### config.mk
export PLATFORM = sky130hd
export DESIGN_NAME = mult_seq
export DESIGN_NICKNAME = d
export VERILOG_FILES = /design/src/rtl/mult_pkg.sv /design/src/rtl/zero_detect16.sv /design/src/rtl/mult_seq.sv
export SDC_FILE = /design/constraint.sdc
export NUM_CORES = 1
export LEC_CHECK = 0
export CORE_UTILIZATION = 55
export DETAILED_ROUTE_END_ITERATION = 8
export HOLD_SLACK_MARGIN = 0.03
export PLACE_DENSITY = 0.85
export SYNTH_ARGS = -nofsm -noshare
export SYNTH_HDL_FRONTEND = slang
export SYNTH_SLANG_ARGS = --single-unit
### constraint.sdc
create_clock -name clk -period 2.9 [get_ports clk]
set_input_delay 0.58 -clock clk [delete_from_list [all_inputs] [get_ports clk]]
set_output_delay 0.58 -clock clk [all_outputs]
set_load 0.01 [all_outputs]
### src/rtl/mult_pkg.sv
`default_nettype none
// ============================================================================
// Module   : mult_pkg
// Purpose  : Shared definitions for the iterative shift-add multiplier:
//            operand width and the sequencer state encoding.
// Revision : 1.0 - initial release
// ============================================================================
package mult_pkg;

    localparam int MULT_W = 16;

    // 2-bit encoding; 2'b11 is unused and recovers to IDLE.
    typedef enum logic [1:0] {
        IDLE = 2'b00,
        RUN  = 2'b01,
        DONE = 2'b10
    } state_t;

endpackage : mult_pkg
`default_nettype wire

### src/rtl/zero_detect16.sv
`default_nettype none
// ============================================================================
// Module   : zero_detect16
// Purpose  : 16-bit all-zeros detector.
// Ports    : in   [15:0] - value to test
//            zero        - high when every bit of in is 0
// Revision : 1.0 - initial release
// ============================================================================
module zero_detect16 (
    input  logic [15:0] in,
    output logic        zero
);

    assign zero = ~(|in);

endmodule : zero_detect16
`default_nettype wire

### src/rtl/mult_seq.sv
`default_nettype none
// ============================================================================
// Module   : mult_seq
// Purpose  : Iterative unsigned shift-add multiplier (one add/shift step per
//            cycle) with early termination once the remaining multiplier bits
//            are all zero. Pulses done and holds product, zero and ovf until
//            the next accepted start.
// Ports    : clk            - clock, rising edge
//            rst_n          - asynchronous active-low reset
//            start          - request, sampled only while idle
//            a, b           - multiplicand / multiplier, captured on accept
//            busy           - high from the cycle after accept through done
//            done           - one-cycle completion pulse
//            product        - 2*WIDTH result, held until the next accept
//            zero           - product == 0
//            ovf            - upper half of product is non-zero
// Revision : 1.0 - initial release
// ============================================================================
module mult_seq
    import mult_pkg::*;
#(
    parameter int WIDTH = MULT_W
) (
    input  logic                 clk,
    input  logic                 rst_n,
    input  logic                 start,
    input  logic [WIDTH-1:0]     a,
    input  logic [WIDTH-1:0]     b,
    output logic                 busy,
    output logic                 done,
    output logic [2*WIDTH-1:0]   product,
    output logic                 zero,
    output logic                 ovf
);

    state_t               r_state;
    state_t               w_state_nxt;
    logic [2*WIDTH-1:0]   r_acc;
    logic [2*WIDTH-1:0]   r_mcand;
    logic [WIDTH-1:0]     r_mplier;

    logic                 w_mplier_zero;
    logic                 w_acc_hi_zero;
    logic                 w_acc_lo_zero;

    // Early-termination test: no multiplier bits left means no more adds.
    zero_detect16 u_zd_mplier (
        .in   (r_mplier),
        .zero (w_mplier_zero)
    );

    // Flag detectors look at the accumulator so that the flags can be loaded
    // in the same edge as the product.
    zero_detect16 u_zd_acc_hi (
        .in   (r_acc[2*WIDTH-1:WIDTH]),
        .zero (w_acc_hi_zero)
    );

    zero_detect16 u_zd_acc_lo (
        .in   (r_acc[WIDTH-1:0]),
        .zero (w_acc_lo_zero)
    );

    // State and datapath registers.
    always_ff @(posedge clk or negedge rst_n) begin
        if (!rst_n) begin
            r_state  <= IDLE;
            r_acc    <= '0;
            r_mcand  <= '0;
            r_mplier <= '0;
            product  <= '0;
            zero     <= 1'b1;
            ovf      <= 1'b0;
        end else begin
            r_state <= w_state_nxt;
            case (r_state)
                IDLE: begin
                    if (start) begin
                        r_mcand  <= {{WIDTH{1'b0}}, a};
                        r_mplier <= b;
                        r_acc    <= '0;
                    end
                end
                RUN: begin
                    if (w_mplier_zero) begin
                        // Last RUN cycle: publish the result for the DONE cycle.
                        product <= r_acc;
                        zero    <= w_acc_hi_zero & w_acc_lo_zero;
                        ovf     <= ~w_acc_hi_zero;
                    end else begin
                        // Sum of partial products never exceeds 2*WIDTH bits,
                        // so the adder carry-out is safely dropped.
                        if (r_mplier[0]) begin
                            r_acc <= r_acc + r_mcand;
                        end
                        r_mcand  <= r_mcand << 1;
                        r_mplier <= r_mplier >> 1;
                    end
                end
                default: ;
            endcase
        end
    end

    // Next-state decode.
    always_comb begin
        w_state_nxt = r_state;
        case (r_state)
            IDLE:    if (start) w_state_nxt = RUN;
            RUN:     if (w_mplier_zero) w_state_nxt = DONE;
            DONE:    w_state_nxt = IDLE;
            default: w_state_nxt = IDLE;
        endcase
    end

    // Status outputs depend on the state register only.
    assign busy = (r_state == RUN) || (r_state == DONE);
    assign done = (r_state == DONE);

endmodule : mult_seq
`default_nettype wire

==> results of run 1 <==
flip-flops by register name, summed over array words and instances (netlist names):
name and flops:
product 32, r_acc 32, zero 1, r_state 2, ovf 1, r_mplier 16, r_mcand 32
final cells by class:
| cell class | count | area, sq um |
|---|---|---|
| Clock buffer | 21 | 480 |
| Clock inverter | 9 | 80.1 |
| Fill cell | 828 | 3480 |
| Inverter | 16 | 60.1 |
| Multi-Input combinational cell | 509 | 3450 |
| Sequential cell | 116 | 2900 |
| Tap cell | 143 | 179 |
| Timing Repair Buffer | 84 | 828 |
layer usage:
metal / vias up / wire length [um] / share of wire [%]
li1: 2567 / - / -
met1: 2598 / 6780 / 43
met2: 159 / 7940 / 50
met3: 39 / 743 / 4.7
met4: 0 / 387 / 2.4
met5: - / 0 / 0
timing repair:
item | CTS | global route
buffers inserted | 0 | 2
hold endpoints to repair | 0 | 0
gates resized for setup | 0 | 4
setup endpoints to repair | 0 | 5
synth_stat cells (8+ instances only):
| cell type | n |
|---|---|
| a21o_1 | 11 |
| a21oi_1 | 62 |
| clkbuf_1 | 21 |
| dfrtp_1 | 115 |
| ha_1 | 34 |
| inv_1 | 16 |
| mux2_2 | 28 |
| mux2i_1 | 32 |
| nand2_1 | 88 |
| nand3_1 | 27 |
| nor2_1 | 52 |
| nor3_1 | 8 |
| nor4_1 | 14 |
| o21ai_0 | 39 |
| xor2_1 | 14 |
logic make-up after synthesis:
group                      share of synthesized area, %
xor gates and xnor gates                           2.83
buffers and inverters                              2.62
AOI/OAI and AO/OA                                  17.1
DFF                                                44.7
and+or+nand+nor                                    16.1
adders and majority gates                          6.86
muxes                                              9.78
worst max-delay path by stage:
stage | cells past startpoint | start | to
finish | 12 | r_mcand[0] | r_acc[30]
global route | 12 | r_mcand[0] | r_acc[24]
CTS | 12 | r_acc[0] | r_acc[24]
detailed placement | 12 | r_acc[0] | r_acc[24]
global placement | 12 | r_acc[0] | r_acc[30]
floorplan | 12 | r_acc[0] | r_acc[30]
metrics by stage:
stage / cells / area, sq um / util, % / total power, mW / hold WS, ns
CTS: 896 / 7950 / 69.4 / 7.54 / 0.113
detailed placement: 866 / 7390 / 64.5 / 5.49 / 0.467
global route: 898 / 7980 / 69.6 / 8.03 / 0.139
finish: 898 / 7980 / 69.6 / 7.57 / 0.0946
global placement: 866 / 7390 / 64.5 / 5.34 / 0.461
floorplan: 670 / 6500 / - / 4.64 / 0.284
power by group:
part	switching [mW]	internal, mW	total [mW]	leakage, nW
Clock	0.738	1.25	1.99	0.269
Combinational	1.97	1.27	3.25	1.96
Sequential	0.349	1.99	2.34	1.50
Total	3.06	4.51	7.57	3.72
==> results.yml, run 1 <==
outcome:
  status: "completed"
route:
  viasPerCell: 5.97
  wirelength_mm: 15.9
  antenna_left: 0
  num_vias: 5363
  drt_iter0_drc: 336
  drc_errors: 0
  first_pass_iters: 4
  routedWlPerCell_um: 17.7
worst_setup_path:
  r2r_end: "r_acc[30]"
  required_ns: 3.27
  worstSetupPathType: "reg2reg"
  end_kind: "flop"
  reg2reg_slack_ns: 0.15
  reg2regPathDepth: 12
  slowest_stage: "dfrtp_1"
  path_buf_inv: 1
  crit_family: "compound AO/OA/AOI/OAI gates"
  max_stage_delay_ns: 0.38
  path_max_fanout: 4
  path_cells: "ha_2 > inv_1 > fa_2 > nor2b_4 > o2111a_1 > o21ba_1 > o2111ai_2 > a21boi_2 > o21ai_2 > and2_1 > o32a_1 > nand2_1"
  critPathLaunchType: "flop"
  arrival_ns: 3.12
  r2r_start: "r_mcand[0]"
cells_and_area:
  mostFrequentLayoutCells: "115 x dfrtp_1, 88 x nand2_1, 69 x clkdlybuf4s50_1, 61 x a21oi_1, 52 x nor2_1"
  antenna_cells: 0
  syn_to_final_growth_pct: 22.9
  drive_above_1_share_pct: 13.0
  fin_nets: 814
  layout_commonest_cell: "dfrtp_1"
grt:
  grt.total_usage_pct: 27.4
  antenna_found_initial: 0
  grtUsageMet3_pct: 6.12
  grt_pass1_vias: 5363
  use_met2_pct: 46.2
  grt_first_pass_wirelength_mm: 26.4
  grt_use_met1_pct: 34.0
  gr-total-overflow: 0
  grt-busiest-layer: "met2"
  grt_max_degree: 79
synthesis:
  yosys_warnings: 0
  synth.area.top_cells: "dfrtp_1 44%, ha_1 6.5%, nand2_1 5.1%, mux2i_1 4.9%, mux2_2 4.9%"
  synth_flop_cell: "dfrtp_1"
  synth_area_leader_cell: "dfrtp_1"
  synth_area_sq_um: 6500
  synth-seq-area-share_pct: 44.7
  synth_edf_count: 0
  synth_fp_nets: 740
  yosysTopAreaCellShare_pct: 44.3
  ys_ff_latch: 116
  synth_cells: 670
  syn_area_per_cell_sq_um: 9.70
  yosysUniqueCellTypes: 63
  async_reset_ff_share_pct: 100
cts:
  cts_root_buf: "clkbuf_16"
  numCtsBuffers: 17
  cts_hold_buffers: 0
  cts_sinks: 116
  clk_pin_slew_ns: 0.05
  cts_tree: "done"
  insertion_delay_ns: 0.43
  clk_path_buf_depth: 2
  htreeDepth: 4
die:
  die-area_sq_um: 12300
  dieWidth_um: 111
  core.rowCount: 39
  core_sq_um: 11500
  io_pins: 71
  initial_utilization_pct: 56.7
  die_y_um: 111
placement:
  io_buffers: 70
  place.gp.congestion: 0.884
  place_ws_ns: 0.101
  hpwl_mm: 10.7
pwr:
  p_leak_nw: 3.72
  peakVddDrop_v: 0.000693
  p_per_area_nw_per_um2: 948
sta:
  fmax_ghz: 0.363
  clock_skew_ns: 0.00991
  hold_violations: 0
  drv_slew: 0
  slew_headroom_pct: 66.1
  final.setup.tns_ns: 0
  setup_viol: 0
  setup_slack_ns: 0.145
  fin_crit_sh_pct: 95.0
  fin_crit_ns: 2.75
  worst_pin_slew_ns: 0.508
job:
  cap_violations: 0
hold_path:
  holdCritPathClass: "in2async"
Note: power is estimated with default switching activity, not from simulation.
==> inputs of run 2 (changes only) <==
--- a/config.mk
+++ b/config.mk
@@ -13,2 +13,3 @@
 export SYNTH_HDL_FRONTEND = slang
 export SYNTH_SLANG_ARGS = --single-unit
+export TNS_END_PERCENT = 10
==> constraint.sdc (replaced) <==
create_clock -name clk -period 2.9 [get_ports clk]
set_input_delay 0.58 -clock clk [delete_from_list [all_inputs] [get_ports clk]]
set_output_delay 0.58 -clock clk [all_outputs]
set_load 0.005 [all_outputs]
==> results of run 2 <==
The final DEF is identical to that of run 1. Status: completed.
